<file path="src/rtl/alu_share_arbiter.sv">
// Shares the single 64-bit execute ALU between two requesters; one operation in flight at a time.
// Optional feature: define ALU_ARB_RR_EN for round-robin arbitration (default: fixed priority, requester 0 wins).
//
// state | meaning
// ------+---------------------------------------------------------------
// IDLE  | arbitrate, accept one request, latch operands and owner
// EXEC  | operand registers drive the ALU; capture result and {ZF,SF,OF}
// RESP  | hold response for the owner until it asserts rsp_ready
module alu_share_arbiter #(
    parameter int W = 64
) (
    input  logic         clk,
    input  logic         rst_n,

    input  logic         req_valid_0,
    output logic         req_ready_0,
    input  logic [1:0]   req_fn_0,
    input  logic [W-1:0] req_a_0,
    input  logic [W-1:0] req_b_0,

    input  logic         req_valid_1,
    output logic         req_ready_1,
    input  logic [1:0]   req_fn_1,
    input  logic [W-1:0] req_a_1,
    input  logic [W-1:0] req_b_1,

    output logic         rsp_valid_0,
    input  logic         rsp_ready_0,
    output logic         rsp_valid_1,
    input  logic         rsp_ready_1,
    output logic [W-1:0] rsp_data,
    output logic [2:0]   rsp_cc,

    output logic [1:0]   alu_ctrl,
    output logic [W-1:0] alu_a,
    output logic [W-1:0] alu_b,
    input  logic [W-1:0] alu_ans,
    input  logic         alu_ovf,

    output logic         busy
);

    typedef enum logic [1:0] {
        IDLE = 2'd0,
        EXEC = 2'd1,
        RESP = 2'd2
    } state_t;

    state_t       state_q, state_d;
    logic         owner_q, owner_d;
    logic [1:0]   fn_q, fn_d;
    logic [W-1:0] a_q, a_d;
    logic [W-1:0] b_q, b_d;
    logic [W-1:0] data_q, data_d;
    logic [2:0]   cc_q, cc_d;

    logic         win_1;
    logic         accept;
    logic         rsp_done;

`ifdef ALU_ARB_RR_EN
    // prio_q = 1 means requester 1 wins the next contention
    logic         prio_q, prio_d;

    always_comb begin
        if (req_valid_0 && req_valid_1) begin
            win_1 = prio_q;
        end else begin
            win_1 = req_valid_1;
        end
    end
`else
    always_comb begin
        win_1 = req_valid_1 && !req_valid_0;
    end
`endif

    assign req_ready_0 = (state_q == IDLE) && req_valid_0 && !win_1;
    assign req_ready_1 = (state_q == IDLE) && win_1;
    assign accept      = req_ready_0 || req_ready_1;
    assign rsp_done    = (state_q == RESP) && (owner_q ? rsp_ready_1 : rsp_ready_0);

    always_comb begin
        state_d = state_q;
        owner_d = owner_q;
        fn_d    = fn_q;
        a_d     = a_q;
        b_d     = b_q;
        data_d  = data_q;
        cc_d    = cc_q;
`ifdef ALU_ARB_RR_EN
        prio_d  = prio_q;
`endif
        case (state_q)
            IDLE: begin
                if (accept) begin
                    owner_d = win_1;
                    fn_d    = win_1 ? req_fn_1 : req_fn_0;
                    a_d     = win_1 ? req_a_1  : req_a_0;
                    b_d     = win_1 ? req_b_1  : req_b_0;
                    state_d = EXEC;
                end
            end
            EXEC: begin
                data_d  = alu_ans;
                cc_d    = {(alu_ans == '0), alu_ans[W-1], alu_ovf};
                state_d = RESP;
            end
            RESP: begin
                if (rsp_done) begin
                    state_d = IDLE;
`ifdef ALU_ARB_RR_EN
                    prio_d  = !owner_q;
`endif
                end
            end
            default: state_d = IDLE;
        endcase
    end

    always_ff @(posedge clk or negedge rst_n) begin
        if (!rst_n) begin
            state_q <= IDLE;
            owner_q <= 1'b0;
            fn_q    <= '0;
            a_q     <= '0;
            b_q     <= '0;
            data_q  <= '0;
            cc_q    <= '0;
`ifdef ALU_ARB_RR_EN
            prio_q  <= 1'b0;
`endif
        end else begin
            state_q <= state_d;
            owner_q <= owner_d;
            fn_q    <= fn_d;
            a_q     <= a_d;
            b_q     <= b_d;
            data_q  <= data_d;
            cc_q    <= cc_d;
`ifdef ALU_ARB_RR_EN
            prio_q  <= prio_d;
`endif
        end
    end

    // The ALU is driven from the operand registers at all times, not just in EXEC
    assign alu_ctrl    = fn_q;
    assign alu_a       = a_q;
    assign alu_b       = b_q;

    assign rsp_valid_0 = (state_q == RESP) && !owner_q;
    assign rsp_valid_1 = (state_q == RESP) && owner_q;
    assign rsp_data    = data_q;
    assign rsp_cc      = cc_q;
    assign busy        = (state_q != IDLE);

endmodule
</file>
<file path="config.mk">
export PLATFORM = sky130hd
export DESIGN_NAME = alu_share_arbiter
export DESIGN_NICKNAME = d
export VERILOG_FILES = /design/src/rtl/alu_share_arbiter.sv
export SDC_FILE = /design/constraint.sdc
export NUM_CORES = 1
export LEC_CHECK = 0
export ABC_AREA = 0
export BUFFER_PORTS_ARGS = -buffer_cell sky130_fd_sc_hd__buf_4
export CAP_MARGIN = 20
export CELL_PAD_IN_SITES_DETAIL_PLACEMENT = 1
export CELL_PAD_IN_SITES_GLOBAL_PLACEMENT = 2
export CORE_AREA = 3 3 207 209
export DETAILED_ROUTE_END_ITERATION = 16
export DIE_AREA = 0 0 210 212
export PLACE_DENSITY_LB_ADDON = 0.1
export SLEW_MARGIN = 20
export SYNTH_ARGS = -nofsm -noshare
export SYNTH_HDL_FRONTEND = slang
export SYNTH_SLANG_ARGS = --single-unit
</file>
<file path="constraint.sdc">
create_clock -name clk -period 1.25 [get_ports clk]
set_input_delay 0.25 -clock clk [delete_from_list [all_inputs] [get_ports clk]]
set_output_delay 0.25 -clock clk [all_outputs]
set_load 0.005 [all_outputs]
</file>
==> impl_results.md <==
- Run status: complete, but fails checks
- Failing checks: negative setup slack
- Post-layout min period: 1.579 ns
- FF+latch count, synth: between 150 and 200
- Int Pwr: between 30000 and 40000 uW
- Clock-pin slew on the worst setup and hold paths: 0.08 ns
- Clk pwr share: 0.119
- Register area share after synthesis: 0.5614
- 1st-pass router iterations: 4
- DRC: 0
- Synth-to-layout area growth: 114.5%
- Sw power: 16340 uW
- Fmax: 0.6332 GHz
- Final GP Congestion: ~0.73
- I/O pins: 533
- Root Driver: clkbuf_16
- Path depth of the worst reg2reg path: 5
- Initial Util: 0.2162
- Hold Path Cell Cnt: 2
- Hold Path End: rsp_data[2]
- Fill count: 4378
- Sink Count: between 150 and 200
- Fin crit share: 1.263
- Fin nets: 1872
- CP Capture Type: flop
- Power Dens Cells: 2487 nW/um^2
- Syn Std Cell Area: 8870 sq um
- Dpl cell area: between 10000 and 15000 sq um
- Ant. Diodes: 0
- First-pass GRT wire length: roughly 65 mm
- Crit Path Max Fanout: 7
- Largest net degree at the start of global routing: 39
- Vias in the first global route: slightly below 10000
- Reg-to-reg endpoint: rsp_data[2]
- PortBufs: 532
- Core ar.: 41020 sq um
- CP startpoint kind: flop
- Cells after Synth: 745
- Synthesized Nets: 1076
- Die height: 212 microns
- Worst min path class: in2reg
- Total power: 47320 uW
- HP Start: alu_ans[2]
- CTS tree: yes
- FFs w/ async S/R, synth: 1.000
- Setup Viol. Count Final: 211
- Setup Skew: 0.01041 ns
- VDD IR max: a little under 900 uV
- Setup ws final: -0.3293 ns
- Vias: 9101
- Die Wd: ~210 microns
- Overflow after GRT: 0
- Setup TNS: -37.62 ns
- Sw Share: 0.3453
- H-tree depth: 4
- EDFF count, synth: 0
- Slew Limit Fails: 0
- Placed insts: 1828
- Placement Setup Slack: -0.3139 ns
- Total track usage: 0.1948
- Worst Tran Pin Value: 0.4541 ns
- Critical Path AT: 1.91 ns
- Total CTS buffers: 17
- Initial antenna violation count: 0
- Post-detail-place hpwl: 31.70 mm
- Pleak: around 0.0094 uW
- First DRT Iteration DRCs: 228
- Share of cells above drive strength 1: 0.7284
- Yosys cell types: 28
- Combinational power share: 0.624
- Sequential Power Share: 0.258
- Clk_lat worst skew: 0.44 ns
- Syn_area_per_cell: 11.91 sq um
- Reg2Reg Setup Slack: -0.33 ns
- Die ar.: 44520 sq um
- Max_cap viols: 0
- Post-route insts no fill: 2086
- Antenna viol nets, final: 0
- Design area: 19020 sq um
- FP Rows: 74
- DRT Wirelength: between 40 and 50 mm
- CTS max path bufs: 2
- Routed len/inst: 21.66 microns
- Syn. warnings: 0
- Synth Flop Type: dfrtp_1
- CP required: 1.58 ns
- Worst relative slew slack: 0.6945
- Unrepaired setup endpoints after global routing: yes
- Avg Vias per Cell: 4.363
- Final hold violations: 0
- Worst reg2reg startpoint: state_q[1]
- Kind of critical path: reg2reg
stage by stage:
stage	hold slack [ns]	utilization
after floorplan	-0.04559	-
after global placement	0.1565	0.3401
after detailed placement	0.1530	0.3401
after CTS	0.0002316	0.4308
after global routing	0.009246	0.4638
final	0.03437	0.4638
power by group through the flow:
stage | registers [uW] | logic, uW | clock network [uW]
2_1_floorplan | 11600 | 5590 | 0
3_3_place_gp | 11400 | 14800 | 0
3_5_place_dp | 11600 | 14900 | 0
4_1_cts | 12000 | 25700 | 5850
5_1_grt | 12600 | 31500 | 6090
6_report | 12200 | 29500 | 5620
cells in the final DEF, fill, tap and decap left out, drive strengths merged:
master       count
bufinv           1
nand4            2
clkbuf          22
nor2b            1
or4              1
and2             2
a22o             1
nand2          132
mux2            66
inv              6
nor4            16
o21bai           1
mux2i          130
nand2b           2
clkinvlp         5
nand3            1
o21ai          132
clkinv           4
buf            819
dlygate4sd3      6
nor2             3
bufbuf           1
dfrtp          199
nor3             1
critical path: stages, from the launching register on:
cell       delay [ns]
dfrtp_1          0.40
buf_4            0.15
nand2b_4         0.19
buf_12           0.15
bufbuf_16        0.27
mux2_1           0.30
layer usage:
metal / share of wire / track usage / vias to the layer above
met3: 0.075 / 0.06271 / 27
met4: 0.015 / 0.04604 / 0
met5: 0 / 0 / -
met2: 0.55 / 0.3598 / 305
met1: 0.36 / 0.2186 / 4561
li1: - / - / 4208
synthesized netlist by cell type (2+ instances only):
library cell  count  area, sq um
nand2_1         132        495.5
nand2b_1          2        12.51
mux2_1           47        529.3
buf_8             9        135.1
buf_6             4        45.04
nor4_1           16        100.1
nand4_1           2        12.51
buf_2            10        50.05
clkbuf_1         12        45.04
mux2i_1         130         1301
o21ai_1         131        655.6
dfrtp_1         199         4980
buf_4            16        120.1
mux2_4           18        270.3
and2_1            2        12.51
nor2_1            2        7.510
inv_1             2        7.510
area by class of cell:
class                   count  area (sq um)  share of cell area
repair buffers            829          8074              0.4244
flip-flops and latches    199          4980              0.2618
multi-input cells         491          4720              0.2481
well taps                 532         665.6             0.03499
clock buffers              19         452.9             0.02381
clock inverters            13         120.1            0.006314
inverters                   3         11.26           0.0005920
what timing repair did:
item	4_1_cts	5_1_grt
gates cloned	31	2
hold buffers	6	0
setup buffers	106	94
pin swaps	109	72
hold endpoints to repair	204	0
resized for setup	389	217
endpoints found under the setup margin	356	399
worst max-delay path by stage:
stage                 from           end  cells past startpoint
2_1_floorplan   state_q[1]  rsp_data[45]                      5
3_3_place_gp   alu_ans[57]     rsp_cc[2]                      6
3_5_place_dp   alu_ans[57]     rsp_cc[2]                      6
4_1_cts         state_q[1]   req_ready_0                      4
5_1_grt         state_q[1]   req_ready_1                      4
6_report        state_q[1]   rsp_data[2]                      5
registers in the layout, indices dropped and copies added, names as in the netlist:
name	cells
rsp_cc	3
alu_b	64
rsp_data	63
alu_a	64
state_q	2
alu_ctrl	2
owner_q	1
logic make-up (layout without fill, tap and decap cells):
| family | count (synthesis) | in the layout | share of synthesized area |
|---|---|---|---|
| buffers and inverters | 55 | 864 | 0.04810 |
| multiplexers | 196 | 196 | 0.2381 |
| flip-flops | 199 | 199 | 0.5614 |
| AND/OR/NAND/NOR | 161 | 161 | 0.07561 |
| AO/OA/AOI/OAI | 134 | 134 | 0.07674 |
No activity file was read; power rests on OpenSTA's default activity.
